### src/rtl/prog_loader_pkg.sv
// rtl/prog_loader_pkg.sv - shared constants and state encoding for the program loader
package prog_loader_pkg;

    localparam int ADDR_W    = 11;
    localparam int DATA_W    = 12;
    localparam int MEM_DEPTH = 2048;
    localparam int CNT_W     = 12;

    localparam logic [CNT_W-1:0] MAX_WORDS = CNT_W'(MEM_DEPTH);

    typedef enum logic [3:0] {
        ST_IDLE    = 4'd0,
        ST_LEN_HI  = 4'd1,
        ST_LEN_LO  = 4'd2,
        ST_DATA_HI = 4'd3,
        ST_DATA_LO = 4'd4,
        ST_WRITE   = 4'd5,
        ST_CSUM    = 4'd6,
        ST_DONE    = 4'd7,
        ST_ERROR   = 4'd8
    } state_t;

endpackage

### src/rtl/prog_loader.sv
// rtl/prog_loader.sv - byte-stream loader that writes a checksummed 12-bit program image into memory
module prog_loader
    import prog_loader_pkg::*;
(
    input  logic              clock,
    input  logic              reset,
    input  logic              start,
    input  logic [7:0]        rx_data,
    input  logic              rx_valid,
    output logic              rx_ready,
    output logic [ADDR_W-1:0] mem_addr,
    output logic [DATA_W-1:0] mem_wdata,
    output logic              mem_we,
    output logic              cpu_hold,
    output logic              done,
    output logic              error
);

    state_t            state;
    state_t            state_next;
    logic [7:0]        sum;
    logic [7:0]        sum_next;
    logic [CNT_W-1:0]  len;
    logic [CNT_W-1:0]  len_rx;
    logic [CNT_W-1:0]  count;
    logic [CNT_W-1:0]  count_inc;
    logic [ADDR_W-1:0] addr;
    logic [3:0]        hi_nib;
    logic [DATA_W-1:0] wdata;
    logic              accept;
    logic              len_legal;
    logic              session_start;

    assign accept        = rx_valid && rx_ready;
    assign sum_next      = sum + rx_data;
    assign len_rx        = {len[CNT_W-1:8], rx_data};
    assign len_legal     = (len_rx != '0) && (len_rx <= MAX_WORDS);
    assign count_inc     = count + CNT_W'(1);
    assign session_start = start && (state == ST_IDLE || state == ST_DONE || state == ST_ERROR);

    always_ff @(posedge clock or posedge reset) begin
        if (reset) begin
            state <= ST_IDLE;
        end else begin
            state <= state_next;
        end
    end

    always_comb begin
        state_next = state;
        unique case (state)
            ST_IDLE:    if (start) state_next = ST_LEN_HI;
            ST_LEN_HI:  if (accept) state_next = ST_LEN_LO;
            ST_LEN_LO:  if (accept) state_next = len_legal ? ST_DATA_HI : ST_ERROR;
            ST_DATA_HI: if (accept) state_next = ST_DATA_LO;
            ST_DATA_LO: if (accept) state_next = ST_WRITE;
            ST_WRITE:   state_next = (count_inc < len) ? ST_DATA_HI : ST_CSUM;
            ST_CSUM:    if (accept) state_next = (sum_next == 8'h00) ? ST_DONE : ST_ERROR;
            ST_DONE:    if (start) state_next = ST_LEN_HI;
            ST_ERROR:   if (start) state_next = ST_LEN_HI;
            default:    state_next = ST_IDLE;
        endcase
    end

    always_comb begin
        rx_ready = 1'b0;
        mem_we   = 1'b0;
        cpu_hold = 1'b1;
        done     = 1'b0;
        error    = 1'b0;
        unique case (state)
            ST_LEN_HI, ST_LEN_LO, ST_DATA_HI, ST_DATA_LO, ST_CSUM: rx_ready = 1'b1;
            ST_WRITE: mem_we = 1'b1;
            ST_DONE: begin
                cpu_hold = 1'b0;
                done     = 1'b1;
            end
            ST_ERROR: error = 1'b1;
            default: ;
        endcase
    end

    // Datapath: the running checksum covers every accepted byte, header and CSUM included.
    always_ff @(posedge clock or posedge reset) begin
        if (reset) begin
            sum    <= '0;
            len    <= '0;
            count  <= '0;
            addr   <= '0;
            hi_nib <= '0;
            wdata  <= '0;
        end else if (session_start) begin
            sum   <= '0;
            count <= '0;
            addr  <= '0;
        end else begin
            if (accept) sum <= sum_next;
            if (accept && state == ST_LEN_HI)  len[CNT_W-1:8] <= rx_data[3:0];
            if (accept && state == ST_LEN_LO)  len[7:0] <= rx_data;
            if (accept && state == ST_DATA_HI) hi_nib <= rx_data[3:0];
            if (accept && state == ST_DATA_LO) wdata <= {hi_nib, rx_data};
            if (state == ST_WRITE) begin
                addr  <= addr + ADDR_W'(1);
                count <= count_inc;
            end
        end
    end

    assign mem_addr  = addr;
    assign mem_wdata = wdata;

endmodule

### config.mk
export PLATFORM = sky130hd
export DESIGN_NAME = prog_loader
export DESIGN_NICKNAME = d
export VERILOG_FILES = /design/src/rtl/prog_loader_pkg.sv /design/src/rtl/prog_loader.sv
export SDC_FILE = /design/constraint.sdc
export NUM_CORES = 1
export LEC_CHECK = 0
export ABC_AREA = 1
export BUFFER_PORTS_ARGS = -buffer_cell sky130_fd_sc_hd__buf_2
export CORE_UTILIZATION = 57
export DETAILED_ROUTE_END_ITERATION = 6
export PLACE_DENSITY = 0.83
export SYNTH_ARGS = -nofsm -noshare
export SYNTH_HDL_FRONTEND = slang
export SYNTH_SLANG_ARGS = --single-unit
### constraint.sdc
create_clock -name clock -period 2.69 [get_ports clock]
set_input_delay 0.538 -clock clock [delete_from_list [all_inputs] [get_ports clock]]
set_output_delay 0.538 -clock clock [all_outputs]
set_load 0.02 [all_outputs]
Word-level counts from Yosys, hierarchy flattened --
Index checks and enable logic that the tools add are counted.
Word-level totals: bits in registers 63, bits of input ports 12
Operators by class: $add $sub $neg 3, $lt $le $gt $ge 2, equality and inequality tests 14, muxes and demuxes 21, bitwise logic cells 1, reductions and logical operators 21
Operators by type and width (count):
- 4-bit 2-to-1 mux | 8
- 4-bit case mux with 7 select lines | 1
- 12-bit 2-to-1 mux | 2
- 11-bit 2-to-1 mux | 2
- 4-bit by 3-bit == test with 1-bit output, second input constant | 4
- 8-bit 2-to-1 mux | 2
- 12-bit by 1-bit adder with 12-bit output, second input constant | 1
- 12-bit <= comparator, second input constant | 1
- 12-bit less-than comparator | 1
- 12-bit nonzero test | 1
- 11-bit by 1-bit adder with 11-bit output, second input constant | 1
- 2-bit != test, second input constant | 5
- 8-bit adder | 1
- 4-bit by 2-bit == test with 1-bit output, second input constant | 2
- 8-bit logical NOT | 1
- 2-bit AND reduction | 4
- 1-bit logical AND | 7
- 6-bit AND reduction | 1
- 1-bit 2-to-1 mux | 5
- 5-bit OR reduction | 1
- 4-bit by 1-bit == test with 1-bit output, second input constant | 1
- 4-bit == test, second input constant | 1
- 4-bit logical NOT | 1
- 2-bit nonzero test | 2
- other kinds (5) | 6

Longest topological paths before layout --
Gate-level depths: netlist of the first run.
word-level depth 6, gate-level depth with buffers 19, gate-level depth less buffers 19

Worst setup path before layout of the first run --
No wires, ideal clock.
kind flip-flop to flip-flop, start register count[0], end register state[2], data arrival time 2.090 ns, data required time 2.573 ns, setup slack 0.483 ns, stages on the path, launching flop included 16, buffers on the path 0, clock period less this slack 2.207 ns, cell sequence dfrtp_1 ha_1 nand3_1 nor3_1 nand4_1 xor2_1 inv_1 ha_1 nand2_1 o21ai_0 a21oi_1 nand2_1 nand2_1 nand3_1 nand2_1 nand2_1
On the way: longest elaborated chain between the ends 4
Ends and longest elaborated chain:
- from (decl) | line prog_loader.sv:25 | logic [CNT_W-1:0] count;
- from (signal assigned) | line prog_loader.sv:104 | count <= count_inc;
- 12-bit by 1-bit adder with 12-bit output | line prog_loader.sv:38 | assign count_inc = count + CNT_W'(1);
- 12-bit less-than comparator | line prog_loader.sv:57 | ST_WRITE: state_next = (count_inc < len) ? ST_DATA_HI : ST_CSUM;
- 3-bit 2-to-1 mux | line prog_loader.sv:57
- 4-bit case mux with 7 select lines | line prog_loader.sv:51 | unique case (state)
- to (signal assigned) | line prog_loader.sv:45 | state <= state_next;
- to (decl) | line prog_loader.sv:19 | state_t state;
Every way passes these cells. A chain may end at the register's enable or synchronous reset.

Final worst setup path of the first run --
start register count[2], end register state[2]
Same word-level chain as after synthesis.

==> impl_metrics.yaml, run 1 <==
status:
  status: "finished, final reports clean"
sta:
  fin_setup_tns_ns: 0
  relSlewSlack_pct: 47.8
  fin_crit_ns: 2.53
  slew_violations: 0
  setup_viol: 0
  tightest_slew_ns: 0.783
  max_freq_mhz: 395
  finClkSkew_ns: 0.00882
  timing.final.crit_share_pct: 94.0
  finalHoldViolCount: 0
  fin_ws_ns: 0.161
power:
  p_int_mw: 2.30
  clockPowerShare_pct: 22.6
  power.density_nw_per_um2: 964
  cellLeakagePower_nw: 2.21
  netSwitchingFraction_pct: 42.1
  seq_power_share_pct: 36.0
  vdd_drop_max_v: 0.000826
  switching_power_mw: 1.67
  p_comb_share_pct: 41.4
floorplanning:
  dieArea_um2: 6690
  ios: 40
  die_h_um: 81.8
  fp.coreArea_um2: 6030
  initial_core_util_pct: 60.2
  rows: 28
  die_x_um: 81.8
synth:
  syn_avg_cell_area_um2: 7.73
  syn_nets: 502
  async_flop_share_pct: 100
  seq_area_frac_synth_pct: 43.5
  yosysUniqueCellTypes: 31
  syn_inst: 469
  yosys_warnings: 0
  synth-edff-count: 0
  synthFlopType: "dfrtp_1"
  syn_area_um2: 3630
  synth-seq-cells: 63
grt:
  grt_use_total_pct: 26.3
  grt_pass1_vias: 2982
  antenna_found_initial: 0
  grt_start_max_net_pins: 64
  grt_overflow: 0
  grt_first_pass_wirelength_um: 13400
place:
  place_congestion: 0.928
  hpwlAfterDp_um: 5560
  port_buffers: 39
  place_inst: 576
  dpl_cell_area_um2: 3870
  place_ws_ns: 0.162
clock_network:
  cts_tree: "yes"
  clkTransAtPathRegs_ns: 0.08
  cts_buffers: 9
  cts_max_level: 3
  root_buffer: "clkbuf_8"
  clkLatencyLatePin_ns: 0.34
  cts_sinks: 63
  clockBufferDepth: 2
finish:
  drive_above_1_share_pct: 16.2
  post-route-util_pct: 68.4
  fillers: 484
  stdcell_count: 593
  antenna_cells: 0
  syn_to_final_growth_pct: 13.6
  finalNetCount: 547
  postLayoutCellArea_um2: 4120
  layout_commonest_cell: "nand2_1"
  final_cell_mix: "nand2_1, inv_1, dfrtp_1"
drt:
  avgViaCountPerCell: 5.40
  num_vias: 3203
  drc: 0
  wire_per_inst_um: 13.4
  first_pass_iters: 5
  first_iter_violations: 189
  antenna_left: 0
  routed_wl_um: 7950
setup_path:
  cp.required_ns: 2.92
  cp-end-kind: "flop"
  cp.arrival_ns: 2.76
  path_class: "reg -> reg"
  path_max_fanout: 4
  critPathLaunchType: "flop"
run:
  drv_cap: 0
hold_path:
  hp-class: "in -> async"
cells by family (layout without fill, tap and decap cells):
group / count (synthesis) / in the layout / share of synthesized area (%)
adders and majority gates: 21 / 21 / 7.45
and+or+nand+nor: 212 / 212 / 26.3
DFF: 63 / 63 / 43.5
buffers and inverters: 89 / 138 / 10.0
xor gates and xnor gates: 8 / 8 / 1.93
AOI/OAI and AO/OA: 76 / 76 / 10.9
per-stage QoR:
stage	hold slack, ns	power (mW)
6_report	0.429	3.97
5_1_grt	0.501	4.29
4_1_cts	0.453	3.96
3_5_place_dp	0.469	3.06
3_3_place_gp	0.461	2.99
2_1_floorplan	0.453	2.65
area by class of cell:
class | count | area [um^2] | area share (%)
Clock buffer | 9 | 124 | 3.01
Clock inverter | 6 | 86.3 | 2.10
Inverter | 81 | 307 | 7.44
Multi-Input combinational cell | 317 | 1710 | 41.6
Sequential cell | 63 | 1580 | 38.3
Tap cell | 75 | 93.8 | 2.28
Timing Repair Buffer | 42 | 218 | 5.29
state kept, by name (all words and copies together) (netlist names):
signal,cells
hi_nib,4
sum,8
mem_addr,11
count,12
mem_wdata,12
len,12
state,4
cells in the mapped netlist (3+ instances only):
library cell	count	area [um^2]
dfrtp_1	63	1580
xor2_1	7	61.3
o21ai_0	45	225
nor2_4	3	33.8
o21ai_1	9	45.0
buf_2	4	20.0
inv_2	3	11.3
nor3_1	6	30.0
nand2_1	118	443
inv_1	77	289
ha_1	20	250
o22ai_1	5	31.3
nand4_1	5	31.3
nor2_1	29	109
nand3_1	35	175
nand2_2	3	18.8
nor3_2	5	50.1
a21oi_1	14	70.1
worst max-delay path, cell delays in order, from the launching register on:
cell,delay [ns]
dfrtp_1,0.43
nand2_2,0.10
nor2_4,0.13
nand2_2,0.08
nor2_2,0.09
inv_2,0.06
nor3_4,0.18
inv_1,0.09
o21ai_1,0.12
nand2_1,0.09
inv_1,0.07
ha_1,0.23
a21oi_1,0.16
o21ai_0,0.09
a21oi_1,0.16
nand2_1,0.07
nand2_1,0.06
nand3_1,0.08
nand2_1,0.06
nand2_1,0.06
metal layers:
metal  global-route usage, %  wire length, um
met5                       0                0
met2                    41.5             3730
met4                    10.9              168
met1                    35.9             3760
met3                    4.33              294
timing repair:
item,4_1_cts,5_1_grt
endpoints found under the hold margin,0,0
endpoints found under the setup margin,0,2
resized for setup,0,10
hold buffers,0,0
setup buffers,0,2
path summary, 6_finish.rpt:
kind / startpoint / end / slack [ns] / depth (start not counted)
setup / recovery: count[2]$_DFFE_PP0P_ / state[2]$_DFFE_PP0P_ / 0.16 / 19
hold / removal: reset / mem_addr[4]$_DFFE_PP0P_ / 0.43 / 3
setup reg to reg: count[2]$_DFFE_PP0P_ / state[2]$_DFFE_PP0P_ / 0.16 / 19
hold reg to reg: mem_wdata[3]$_DFFE_PP0P_ / mem_wdata[3]$_DFFE_PP0P_ / 0.48 / 2
max in group asynchronous: reset / count[0]$_DFFE_PP0P_ / 1.71 / 3
min in group clock: mem_wdata[3]$_DFFE_PP0P_ / mem_wdata[3]$_DFFE_PP0P_ / 0.48 / 2
power by group through the flow:
stage                     logic, mW  clock network [mW]  registers, mW
after global placement         1.56                   0           1.43
after global routing           1.87               0.953           1.47
final                          1.64               0.899           1.43
after floorplan                1.13                   0           1.53
after CTS                      1.63               0.903           1.43
after detailed placement       1.62                   0           1.44
(Power assumes the default switching activity.)
==> run 2: changes to the inputs <==
--- a/config.mk
+++ b/config.mk
@@ -7,6 +7,7 @@
 export LEC_CHECK = 0
 export ABC_AREA = 1
 export BUFFER_PORTS_ARGS = -buffer_cell sky130_fd_sc_hd__buf_2
+export CORE_MARGIN = 3
 export CORE_UTILIZATION = 57
 export DETAILED_ROUTE_END_ITERATION = 6
 export PLACE_DENSITY = 0.83
==> run 2 against run 1 <==
Net effect: clock skew about the same; sequential power about the same; sequential share of layout area down 0.67 points; sequential cell count unchanged; combinational power about the same; register-to-register slack better by 0.03 ns; critical path depth unchanged; setup slack better by 0.027 ns; non-clock buffer count unchanged; clock power up 13%; global-route usage down 2.1 points; final cell count up 0.17%.
==> impl_metrics.yaml, run 2 (synthesis gave the netlist of run 1 again) <==
drt:
  antenna_left: 0
  first_iter_violations: 214
  wire_per_inst_um: 14.1
  drc: 0
  avgViaCountPerCell: 5.36
  first_pass_iters: 5
  num_vias: 3182
  routed_wl_um: 8400
grt:
  grt_first_pass_wirelength_um: 14000
  grt_use_total_pct: 24.2
  grt_overflow: 0
  grt_pass1_vias: 3029
  grt_start_max_net_pins: 64
  antenna_found_initial: 0
sta:
  setup_viol: 0
  tightest_slew_ns: 0.570
  whs_ns: 0.232
  timing.final.crit_share_pct: 93.0
  finClkSkew_ns: 0.00879
  slew_violations: 0
  relSlewSlack_pct: 61.6
  finalHoldViolCount: 0
  fin_crit_ns: 2.50
  fin_ws_ns: 0.188
  rsz0062_at_grt: "false"
  max_freq_mhz: 400
  fin_setup_tns_ns: 0
floorplanning:
  rows: 28
  die_x_um: 85.8
  fp.coreArea_um2: 6030
  initial_core_util_pct: 60.2
  ios: 40
  dieArea_um2: 7360
  die_h_um: 85.8
clock_network:
  root_buffer: "clkbuf_8"
  clockBufferDepth: 2
  clkLatencyLatePin_ns: 0.35
  cts_sinks: 63
  cts_tree: "yes"
  cts_hold_buffers: 0
  cts_max_level: 3
  cts_buffers: 9
  clkTransAtPathRegs_ns: 0.08
setup_path:
  path_max_fanout: 5
  max_stage_delay_ns: 0.42
  cp_slowest_cell: "dfrtp_2"
  cp.required_ns: 2.93
  cp.arrival_ns: 2.74
  startpoint: "count[0]$_DFFE_PP0P_"
  timing.critical_path.mode_cell: "nand2_1"
  critPathLaunchType: "flop"
  path_buf_inv: 3
  cp_cell_sequence: "nand2_2 > nor2_4 > nand2_2 > nor2_2 > inv_2 > nor3_2 > inv_1 > o21ai_1 > nand2_1 > inv_1 > ha_1 > a21oi_2 > o21ai_1 > a21oi_2 > nand2_1 > nand2_1 > nand3_1 > nand2_1 > nand2_1"
  r2r_cells: 19
  cp-end-kind: "flop"
  cp_num_cells: 19
  r2r-start: "count[0]$_DFFE_PP0P_"
  path_class: "reg -> reg"
  rrSetupSlack_ns: 0.19
  critical_path.top_delay_family: "simple AND/OR/NAND/NOR gates"
finish:
  post-route-util_pct: 69.6
  fillers: 471
  regArea_um2: 1580
  stdcell_count: 594
  syn_to_final_growth_pct: 15.7
  final_cell_mix: "nand2_1, inv_1, dfrtp_1"
  layout_commonest_cell: "nand2_1"
  multi_input_area_um2: 1740
  finalNetCount: 547
  drive_above_1_share_pct: 17.7
  antenna_cells: 0
  postLayoutCellArea_um2: 4200
status:
  status: "finished, final reports clean"
hold_path:
  hp-class: "in -> async"
place:
  hpwlAfterDp_um: 5890
  place_inst: 576
  place_ws_ns: 0.176
  place_congestion: 0.881
  dpl_cell_area_um2: 3880
  port_buffers: 39
power:
  total_power_mw: 4.11
  cellLeakagePower_nw: 2.23
  power.density_nw_per_um2: 980
  vdd_drop_max_v: 0.000684
run:
  drv_cap: 0
==> run 2: metal layers <==
metal | part of all wire, % | wire (um) | GRT usage [%]
met4 | 2.0 | 168 | 10.2
met5 | 0 | 0 | 0
met1 | 44 | 3690 | 32.5
met3 | 4.9 | 411 | 4.32
met2 | 49 | 4130 | 38.7
==> run 2: worst min-delay path: stages <==
cell and delay [ns]:
buf_2 0.10, inv_2 0.06, buf_12 0.28
==> run 2: cell type report <==
cell class	instances	area share [%]
tap	75	2.24
multi-input combinational	317	41.5
timing repair buffer	42	5.49
clock inverter	7	2.89
inverter	81	7.31
clock buffer	9	2.95
sequential	63	37.6
==> run 2: repair_timing <==
item	CTS	global route
setup buffers	0	2
endpoints found under the setup margin	0	2
gates resized for setup	0	20
==> run 2: worst paths after layout <==
check,to
setup / recovery,state[2]$_DFFE_PP0P_
hold / removal,mem_addr[3]$_DFFE_PP0P_
setup reg to reg,state[2]$_DFFE_PP0P_
hold reg to reg,mem_wdata[5]$_DFFE_PP0P_
max in group asynchronous,count[2]$_DFFE_PP0P_
min in group clock,mem_wdata[5]$_DFFE_PP0P_
==> run 2: report_power, final <==
group	switching (mW)	internal, mW
logic	1.11	0.548
clock network	0.400	0.618
registers	0.188	1.25
==> run 3: changes to the inputs <==
--- a/config.mk
+++ b/config.mk
@@ -7,6 +7,7 @@
 export LEC_CHECK = 0
 export ABC_AREA = 1
 export BUFFER_PORTS_ARGS = -buffer_cell sky130_fd_sc_hd__buf_2
+export CORE_ASPECT_RATIO = 1.75
 export CORE_MARGIN = 3
 export CORE_UTILIZATION = 57
 export DETAILED_ROUTE_END_ITERATION = 6
==> run 3 against run 2 <==
Net effect: via count is 2.1% higher; non-clock buffer count is 7 higher; first-iteration DRC count is 7.0% lower; clock power is 11% lower; sequential cell count stayed put; largest cell class unchanged; highest routed layer unchanged.
==> impl_metrics.yaml, run 3 (synthesis gave the netlist of run 1 again) <==
status:
  status: "finished, final reports clean"
sta:
  whs_ns: 0.232
  finalHoldViolCount: 0
  slew_violations: 0
  fin_ws_ns: 0.225
  tightest_slew_ns: 0.577
  relSlewSlack_pct: 61.5
  max_freq_mhz: 406
  timing.final.crit_share_pct: 91.6
  fin_setup_tns_ns: 0
  fin_crit_ns: 2.46
  finClkSkew_ns: 0.00796
  setup_viol: 0
drt:
  wl_met2_um: 4350
  num_vias: 3249
  avgViaCountPerCell: 5.40
  first_pass_iters: 4
  antenna_left: 0
  met1_length_um: 3450
  drc: 0
  routed_wl_um: 8570
  top_layer: "met4"
  first_iter_violations: 199
  wire_per_inst_um: 14.2
  dr_wl_met3_um: 313
floorplanning:
  dieArea_um2: 7390
  rows: 37
  fp.coreArea_um2: 6020
  initial_core_util_pct: 60.3
  die_h_um: 112
  ios: 40
  die_x_um: 66.3
setup_path:
  r2r-start: "count[0]$_DFFE_PP0P_"
  cp-end-kind: "flop"
  cp_cell_sequence: "nand2_2 > nor2_4 > nand2_2 > nor2_1 > inv_1 > nor3_2 > inv_1 > nand2_1 > inv_1 > ha_1 > a21oi_1 > o21ai_1 > a21oi_2 > buf_4 > nand3_2 > nand3_1 > nand2_1 > nand2_1"
  r2r_cells: 18
  max_stage_delay_ns: 0.41
  cp.arrival_ns: 2.76
  critPathLaunchType: "flop"
  path_class: "reg -> reg"
  rrSetupSlack_ns: 0.23
  cp.required_ns: 2.99
  timing.rr.end: "state[0]$_DFFE_PP0P_"
  cp_slowest_cell: "dfrtp_1"
  path_max_fanout: 5
power:
  vdd_drop_max_v: 0.000553
  total_power_mw: 4.04
  cellLeakagePower_nw: 2.24
  power.density_nw_per_um2: 960
clock_network:
  clockBufferDepth: 2
  cts_tree: "yes"
  cts_hold_buffers: 0
  clkTransAtPathRegs_ns: 0.07
  clkLatencyLatePin_ns: 0.36
  cts_sinks: 63
  root_buffer: "clkbuf_8"
  cts_buffers: 9
  cts_max_level: 3
grt:
  antenna_found_initial: 0
  grt_first_pass_wirelength_um: 14200
  grt_use_total_pct: 24.9
  grt_overflow: 0
  grt_start_max_net_pins: 28
  grt_pass1_vias: 3219
finish:
  layout_commonest_cell: "nand2_1"
  antenna_cells: 0
  drive_above_1_share_pct: 17.9
  fillers: 474
  finalNetCount: 554
  syn_to_final_growth_pct: 15.9
  final_cell_mix: "nand2_1, inv_1, dfrtp_1"
place:
  port_buffers: 39
  place_ws_ns: 0.124
  hpwlAfterDp_um: 6350
  place_congestion: 0.906
run:
  drv_cap: 0
hold_path:
  hp-class: "in -> async"
run 3: changes by cell type in the layout (fill, tap and decap cells not counted), sizes merged:
cell	previous run	this run
clkinv	4	1
bufinv	3	2
buf	42	49
clkbuf	9	11
run 3: stage by stage:
stage	instance area (um^2)	instances	utilization, %
3_3_place_gp	3890	582	64.7
5_1_grt	4210	602	69.9
4_1_cts	4100	596	68.2
2_1_floorplan	3630	469	-
6_report	4210	602	69.9
3_5_place_dp	3890	582	64.7
run 3: cell type report:
class                      instances  area (um^2)  share of cell area (%)
tap                               78         97.6                    2.32
timing repair buffer              49          270                    6.43
clock inverter                     3         68.8                    1.64
inverter                          81          307                    7.29
sequential                        63         1580                    37.5
multi-input combinational        317         1740                    41.4
clock buffer                      11          141                    3.36
run 3: timing repair:
item                                    4_1_cts  5_1_grt
endpoints found under the setup margin        0        2
gates resized for setup                       0       17
setup buffers                                 0        6
run 3: report_power, final:
group	switching [mW]	total [mW]	internal (mW)	leakage, nW
sequential	0.184	1.43	1.25	0.826
clock	0.373	0.911	0.539	0.105
combinational	1.13	1.70	0.563	1.31
total	1.69	4.04	2.35	2.24
run 3: layer usage:
layer | track usage, % | up-vias
li1 | - | 1609
met1 | 28.6 | 1525
met2 | 40.3 | 80
met3 | 6.66 | 35
met4 | 15.2 | 0
met5 | 0 | -
run 3: how the worst max path moves through the flow:
stage / start / end / slack, ns / depth (start not counted)
3_5_place_dp: count[2]$_DFFE_PP0P_ / state[2]$_DFFE_PP0P_ / 0.12 / 19
2_1_floorplan: count[0]$_DFFE_PP0P_ / state[2]$_DFFE_PP0P_ / 0.48 / 15
3_3_place_gp: count[2]$_DFFE_PP0P_ / state[2]$_DFFE_PP0P_ / 0.22 / 19
6_report: count[0]$_DFFE_PP0P_ / state[0]$_DFFE_PP0P_ / 0.23 / 18
5_1_grt: count[0]$_DFFE_PP0P_ / state[0]$_DFFE_PP0P_ / -0.06 / 18
4_1_cts: count[2]$_DFFE_PP0P_ / state[2]$_DFFE_PP0P_ / 0.09 / 19
run 3: critical path: cells and delay by family, from the launching register on:
family	cells	cell delay, ns
AND/OR/NAND/NOR	10	0.94
AO/OA/AOI/OAI	3	0.43
flip-flops	1	0.41
buffers and inverters	4	0.33
adder cells (fa/ha/maj)	1	0.28
